`src/rtl/digit_pkg.sv`:
```
// Shared definitions for the binary-to-BCD display converter:
// digit width, FSM state encoding and constant helper functions.
package digit_pkg;

  localparam int DIGIT_W = 4;

  // Converter FSM states.
  typedef enum logic [1:0] {
    ST_IDLE  = 2'd0,
    ST_SHIFT = 2'd1,
    ST_DONE  = 2'd2
  } state_t;

  // 10^n, used as the overflow threshold for an n-digit display.
  function automatic logic [63:0] pow10(input int n);
    logic [63:0] r;
    r = 64'd1;
    for (int i = 0; i < n; i++) begin
      r = r * 64'd10;
    end
    return r;
  endfunction

  // Ceiling log2; never returns less than 1 so it can size a register.
  function automatic int clog2(input int n);
    int r;
    r = 0;
    while ((1 << r) < n) begin
      r = r + 1;
    end
    if (r < 1) begin
      r = 1;
    end
    return r;
  endfunction

  // Decimal digits needed for any w-bit value: ceil(w * 0.302),
  // a slight over-estimate of log10(2) so it never comes up short.
  function automatic int bin_digits(input int w);
    return (w * 302 + 999) / 1000;
  endfunction

endpackage

```
`src/rtl/digit_bcd_converter_add3.sv`:
```
// Double-dabble correction cell: a BCD digit of 5 or more gets +3 so
// that the following left shift carries correctly into the next digit.
module bcd_add3 (
  input  logic [3:0] din,
  output logic [3:0] dout
);

  // Pure combinational adjust.
  always_comb begin
    dout = din;
    if (din >= 4'd5) begin
      dout = din + 4'd3;
    end
  end

endmodule

```
`src/rtl/digit_bcd_converter.sv`:
```
// Iterative binary-to-BCD converter for the 7-segment display path.
// One double-dabble shift per clock, start/busy/done handshake,
// leading-zero blank mask and overflow saturation to all nines.
//
// Handshake: i_start is a request sampled on the rising edge. It is
// accepted only in IDLE or DONE (DONE accepts it for back-to-back
// operation); i_value is captured on that same edge. While o_busy is
// high further requests are ignored. o_done is a single-cycle pulse
// and o_bcd/o_blank/o_ovf are valid from that cycle until the next
// o_done; they never show partial results.
module digit_bcd_converter
  import digit_pkg::*;
#(
  parameter int BIN_W    = 14,
  parameter int DIGITS   = 4,
  parameter int BLANK_LZ = 1
) (
  input  logic                      i_clk,
  input  logic                      i_reset_n,
  input  logic                      i_start,
  input  logic [BIN_W-1:0]          i_value,
  output logic                      o_busy,
  output logic                      o_done,
  output logic [DIGIT_W*DIGITS-1:0] o_bcd,
  output logic [DIGITS-1:0]         o_blank,
  output logic                      o_ovf,
  output logic [1:0]                o_state
);

  // Scratch register holds every digit the input can produce plus one
  // guard digit, and never fewer digits than the display shows.
  localparam int NDIG    = bin_digits(BIN_W);
  localparam int SCR_DIG = ((NDIG + 1) > DIGITS) ? (NDIG + 1) : DIGITS;
  localparam int SCR_W   = DIGIT_W * SCR_DIG;
  localparam int SR_W    = SCR_W + BIN_W;
  localparam int OUT_W   = DIGIT_W * DIGITS;
  localparam int CNT_W   = clog2(BIN_W + 1);

  localparam logic [CNT_W-1:0] LAST_CNT = CNT_W'(BIN_W - 1);

  // Overflow threshold, compared in a widened domain so that a
  // threshold larger than any BIN_W-bit value simply never matches.
  localparam logic [BIN_W+63:0] THRESH_X = {{BIN_W{1'b0}}, pow10(DIGITS)};
  localparam logic [BIN_W+63:0] MAX_X    = {64'd0, {BIN_W{1'b1}}};
  localparam logic              OVF_EN   = (MAX_X >= THRESH_X);

  localparam logic [OUT_W-1:0]  NINES     = {DIGITS{4'h9}};
  localparam logic [DIGITS-1:0] BLANK_RST =
    (BLANK_LZ != 0) ? ~DIGITS'(1) : {DIGITS{1'b0}};

  state_t           state;
  logic [SR_W-1:0]  sr;
  logic [SR_W-1:0]  sr_adj;
  logic [SR_W-1:0]  sr_next;
  logic [CNT_W-1:0] cnt;
  logic             ovf_cap;
  logic             ovf_now;
  logic [OUT_W-1:0] res;
  logic [DIGITS-1:0] blank_next;
  logic             run_zero;

  assign o_state = state;

  // Per-digit +3 correction on the scratch (BCD) part of the register.
  genvar g;
  generate
    for (g = 0; g < SCR_DIG; g++) begin : g_add3
      bcd_add3 u_add3 (
        .din  (sr[BIN_W + g*DIGIT_W +: DIGIT_W]),
        .dout (sr_adj[BIN_W + g*DIGIT_W +: DIGIT_W])
      );
    end
  endgenerate

  assign sr_adj[BIN_W-1:0] = sr[BIN_W-1:0];
  assign sr_next           = {sr_adj[SR_W-2:0], 1'b0};

  // Result digits as they will stand after the current shift.
  assign res = sr_next[BIN_W +: OUT_W];

  // Overflow test on the value presented for capture.
  assign ovf_now = OVF_EN && ({64'd0, i_value} >= THRESH_X);

  // Leading-zero mask for the result about to be published.
  always_comb begin
    blank_next = '0;
    run_zero   = 1'b1;
    for (int k = DIGITS - 1; k >= 1; k--) begin
      run_zero      = run_zero & (res[k*DIGIT_W +: DIGIT_W] == 4'd0);
      blank_next[k] = run_zero;
    end
    if ((BLANK_LZ == 0) || ovf_cap) begin
      blank_next = '0;
    end
  end

  // Converter FSM: capture, BIN_W shifts, publish registered results.
  always_ff @(posedge i_clk or negedge i_reset_n) begin
    if (!i_reset_n) begin
      state   <= ST_IDLE;
      sr      <= '0;
      cnt     <= '0;
      ovf_cap <= 1'b0;
      o_busy  <= 1'b0;
      o_done  <= 1'b0;
      o_bcd   <= '0;
      o_blank <= BLANK_RST;
      o_ovf   <= 1'b0;
    end else begin
      case (state)
        ST_SHIFT: begin
          sr  <= sr_next;
          cnt <= cnt + CNT_W'(1);
          if (cnt == LAST_CNT) begin
            state   <= ST_DONE;
            o_busy  <= 1'b0;
            o_done  <= 1'b1;
            o_bcd   <= ovf_cap ? NINES : res;
            o_blank <= blank_next;
            o_ovf   <= ovf_cap;
          end
        end
        default: begin
          // IDLE and DONE both accept a new request.
          o_done <= 1'b0;
          if (i_start) begin
            state   <= ST_SHIFT;
            sr      <= {{SCR_W{1'b0}}, i_value};
            cnt     <= '0;
            ovf_cap <= ovf_now;
            o_busy  <= 1'b1;
          end else begin
            state <= ST_IDLE;
          end
        end
      endcase
    end
  end

endmodule

```
`config.mk`:
```
export PLATFORM = sky130hd
export DESIGN_NAME = digit_bcd_converter
export DESIGN_NICKNAME = d
export VERILOG_FILES = /design/src/rtl/digit_pkg.sv /design/src/rtl/digit_bcd_converter_add3.sv /design/src/rtl/digit_bcd_converter.sv
export SDC_FILE = /design/constraint.sdc
export NUM_CORES = 1
export LEC_CHECK = 0
export ABC_AREA = 0
export CORE_ASPECT_RATIO = 2
export CORE_MARGIN = 2
export CORE_UTILIZATION = 35
export DETAILED_ROUTE_END_ITERATION = 8
export PLACE_DENSITY = 0.57
export SLEW_MARGIN = 20
export SYNTH_ARGS = -nofsm -noshare
export SYNTH_HDL_FRONTEND = slang
export SYNTH_SLANG_ARGS = --single-unit
```
`constraint.sdc`:
```
create_clock -name i_clk -period 2.2 [get_ports i_clk]
set_clock_uncertainty 0.05 [all_clocks]
set_input_delay 0.22 -clock i_clk [delete_from_list [all_inputs] [get_ports i_clk]]
set_output_delay 0.22 -clock i_clk [all_outputs]
set_load 0.01 [all_outputs]
```
* Word level (Yosys, flattened, before mapping) *
Index checks and enable logic that the tools add are counted.
W data, S select, Z words.

storage, ports and cells
  register bits = 68
  output and inout bits = 25
  logic and storage cells = 56

operators by class
  bitwise operators = 3
  reductions and logical operators = 7
  $add $sub $neg = 7
  mux-type cells = 20
  $lt $le $gt $ge = 7
  eq/ne operators = 3

operators by type and width
  cell                    number
  $mux W38                2
  $mux W4                 8
  $ge A4 B3 Y1 const B    6
  $add A4 B2 Y4 const B   5
  $mux W16                1
  $ge A14 B14 Y1 const B  1
  $logic_not A4 Y1        3
  $mux W1                 6
  $reduce_and A2 Y1       3
  $add A4 B1 Y4 const B   1
  $eq A4 B4 Y1 const B    1
  $mux W2                 2
  $add A3 B2 Y3 const B   1
  $mux W3                 1
  $and A1 B1 Y1           2
  $eq A2 B1 Y1 const B    1
  $ne A2 B2 Y1 const B    1
  $reduce_bool A2 Y1      1
  $not A1 Y1              1

* Longest topological paths before layout *
  word-level depth = 6
  depth in mapped cells = 9
  depth with buffers taken out = 7

* By module *
From an unflattened synthesis, not the netlist that was laid out.

unflattened totals
  cell total of the unflattened synthesis = 324
  area total of the unflattened synthesis = 2,960.3 sq um

modules (own cells, without submodules)
  module               cells each  instances  area each (sq um)
  digit_bcd_converter  260         1          2,555.0
  bcd_add3             16          4          101.3

* Worst setup path before layout *
Ideal clock, no wire load.

  path type = flip-flop to flip-flop
  start = reg, netlist name o_done
  end = reg o_blank[1]
  setup time = 0.086 ns
  arrival time = 1.648 ns
  setup slack = 0.416 ns
  cell stages (with the launch flop) = 8
  period minus slack after synthesis = 1.784 ns
  cells stage by stage = dfrtp_1 -> nand2b_4 -> buf_6 -> or2_1 -> buf_6 -> nor4b_4 -> nand3_2 -> o31ai_2

RTL lines
  item                  RTL line                    source
  to (signal assigned)  digit_bcd_converter.sv:119  o_blank <= blank_next;
  to (decl)             digit_bcd_converter.sv:25   output logic [DIGITS-1:0] o_blank,

* Worst setup path in the final report *
  start = reg sr[26]
  end = reg o_blank[1]

between the ends
  longest elaborated chain between the ends = 6
  elaborated cells between the ends (all ways) = 7

RTL lines
  item                                                  RTL line                                                        source
  from (decl)                                           digit_bcd_converter.sv:52                                       logic [SR_W-1:0] sr;
  from (signal assigned)                                digit_bcd_converter.sv:112                                      sr <= sr_next;
  from (signal assigned)                                digit_bcd_converter.sv:128                                      sr <= {{SCR_W{1'b0}}, i_value};
  $add A4 B2 Y4 / $ge A4 B3 Y1 (equally long branches)  digit_bcd_converter_add3.sv:12, digit_bcd_converter_add3.sv:11
  $mux W4 *                                             digit_bcd_converter_add3.sv:11                                  if (din >= 4'd5) begin
  $logic_not A4 Y1 *                                    digit_bcd_converter.sv:89                                       run_zero = run_zero & (res[k*DIGIT_W +: DIGIT_W] == 4'd0);
  $and A1 B1 Y1 * (2 in series)                         digit_bcd_converter.sv:89
  $mux W4 *                                             digit_bcd_converter.sv:92                                       if ((BLANK_LZ == 0) || ovf_cap) begin

Mark *: on every way between the ends. The rest lies on a longest branch, timed or not.
A chain may end at the register's enable or synchronous reset.

==> flow_summary.ini <==
[outcome]
status = complete, no violations

[pwr]
power.leakage_uw = 0.00163
clockPowerShare = 0.229
power_frac_seq = 0.352
ir_worst_vdd_mv = 0.564
netSwitchingPower_uw = 1980
switching_share = 0.370
power_density_nw_per_um2 = 1470
p_int_uw = 3360
power_frac_comb = 0.418

[die]
ios = 42
die_h_um = 131
core_um2 = 7890
die_w_um = 67.6
initial_core_util = 0.359
rows = 46
die_area_um2 = 8870

[detailed_routing]
drc = 0
drt-wirelength-per-cell_um = 15.7
postRouteAntennaNets = 0
postRouteWirelength_um = 6780
via_per_inst = 5.13
vias = 2220
drt_first_iter_violations = 84
dr.pass1.iters = 7

[global_route]
busiest_layer = met2
antenna_found_initial = 0
grt_pass1_vias = 2310
grt_usage = 0.170
met3_usage = 0.0291
grt_overflow = 0
grt_pass1_wl_um = 11100
grt_use_met2 = 0.290
grt_max_degree = 59
grtUsageMet1 = 0.185

[finish]
syn_to_final_growth_pct = 28.3
fillCellCount = 770
drive_gt1_frac = 0.101
diodes = 0
nNetsFinal = 359
finish.utilization = 0.461
ff_latch_area_um2 = 1460
final_area_um2 = 3630
multi_input_area_um2 = 1250

[cts]
cts_root_buf = clkbuf_16
cts_buffers = 9
ctsHoldBuffers = 1
path_clk_slew_ns = 0.05
clk_path_buf_depth = 2
post-cts-setup-buffer-count = 0
clk_latency_ns = 0.32
cts_tree = done
cts.sink_count = 58
htreeDepth = 3
cts.repair.resized = 0

[placement]
place_area_um2 = 3360
gp_routability_congestion = 0.829
io_buffers = 40
place_ws_ns = 0.257
hpwl_um = 4950

[synth]
synthCells = 285
ys.flop_type = dfrtp_1
synth.avg_cell_area_um2 = 9.93
synth_commonest_cells = 55 x dfrtp_1, 43 x nand2_1, 38 x o21ai_0
yosys.cell_count.top_type = dfrtp_1
ys_top_cells_by_area = dfrtp_1 49%, o21ai_0 6.7%, nand2_1 5.7%, mux2i_1 5.7%, ha_1 4.4%
netlist-cell-type-count = 41
synth_enable_flop_cells = 0
yosysWarningCount = 0
syn_nets = 312
synth_top_area_share = 0.486
yosysSeqAreaShare = 0.514
synth_area_um2 = 2830
async_reset_ff_frac = 1.00
yosysTopAreaCell = dfrtp_1
ys_ff_latch = 58

[critical_path]
end_kind = register
crit_arrival_ns = 2.08
setup.worst_path.class = reg2reg
path_max_fanout = 4
cp_num_buf_inv = 1
start_kind = register
cp_slowest_stage_delay_ns = 0.41
cpMaxStageDelayCell = dfrtp_1
path_cells = inv_1 -> ha_1 -> nand2b_1 -> a21oi_1 -> mux2i_1 -> nand3_2 -> o31ai_2
rrSetupSlack_ns = 0.30
cp_top_family = compound AO/OA/AOI/OAI gates
cp.required_ns = 2.39

[timing]
timing.fmax_mhz = 527
hold_viol = 0
post-route-min-period_ns = 1.90
finalSetupViolCount = 0
rsz0062_at_grt = false
fin_crit_sh = 0.863
maxSlewViolCount = 0
relSlewSlack = 0.581
worstMarginPinSlew_ns = 0.625
fin_ws_ns = 0.302
setup_tns_ns = 0

[hold_path]
hp-class = in2async

[run]
maxCapViolations = 0
==> path summary, 6_finish.rpt <==
path | from | endpoint | depth (start not counted)
worst max register to register | sr[26] | o_blank[1] | 7
worst max-delay path | sr[26] | o_blank[1] | 7
worst min register to register | o_bcd[0] | o_bcd[0] | 2
min in group i_clk | o_bcd[0] | o_bcd[0] | 2
worst min-delay path | i_reset_n | sr[5] | 3
max in group asynchronous | i_reset_n | o_blank[2] | 3
==> cells by family (layout without fill, tap and decap cells) <==
kind of cell             after synthesis  in the layout  synth area share
flip-flops                            58             58             0.514
AND/OR/NAND/NOR                       93             93             0.164
AO/OA/AOI/OAI                         75             75             0.159
XOR/XNOR                               4              4            0.0124
multiplexers                          17             17            0.0605
adder cells (fa/ha/maj)               10             10            0.0442
other                                  1              1           0.00132
buffers and inverters                 27             79            0.0446
==> layout make-up <==
type | instances | share of cell area
clock buffer | 13 | 0.0689
inverter | 11 | 0.0114
clock inverter | 3 | 0.00413
multi-input combinational | 200 | 0.344
timing repair buffer | 52 | 0.138
sequential | 58 | 0.401
tap | 96 | 0.0331
==> metrics by stage <==
step	power (uW)	hold WS [ns]	instances
floorplan	3280	-0.126	285
detailed placement	4170	0.199	416
finish	5340	0.376	433
CTS	5420	0.395	433
global route	5770	0.422	433
global placement	4110	0.200	416
==> tightest hold or removal path: stages <==
cell and delay (ns):
dlygate4sd3_1 0.52, buf_2 0.12, buf_12 0.28
==> sequential cells by signal, summed over array words and instances (netlist names) <==
| signal | count |
|---|---|
| cnt | 4 |
| o_bcd | 16 |
| o_blank | 3 |
| o_busy | 1 |
| o_done | 1 |
| o_ovf | 1 |
| o_state | 1 |
| ovf_cap | 1 |
| sr | 30 |
==> routing by layer <==
| layer | routed length, um | vias to the layer above |
|---|---|---|
| li1 | - | 1076 |
| met2 | 3790 | 40 |
| met1 | 2500 | 1086 |
| met3 | 196 | 18 |
| met5 | 0 | - |
| met4 | 296 | 0 |
==> layout by cell type (no fill, tap or decap), types with 4 or more instances in the layout <==
cell,n
a22o_1,7
nor3b_1,6
mux2i_1,16
dfrtp_1,55
or3_1,5
clkdlybuf4s50_1,39
a21oi_1,12
a21o_1,4
o21ai_0,38
inv_1,11
nand2_1,43
nor3_1,4
buf_4,10
nor2_1,16
ha_1,10
xnor2_1,4
clkbuf_16,9
o31ai_1,7
nand2b_1,5
==> power by group through the flow <==
stage | Combinational (uW) | Clock, uW | Sequential, uW
2_1_floorplan | 1420 | 0 | 1860
3_3_place_gp | 2220 | 0 | 1890
5_1_grt | 2530 | 1310 | 1940
6_report | 2230 | 1220 | 1880
4_1_cts | 2280 | 1260 | 1890
3_5_place_dp | 2270 | 0 | 1900
Note: power is estimated with default switching activity, not from simulation.
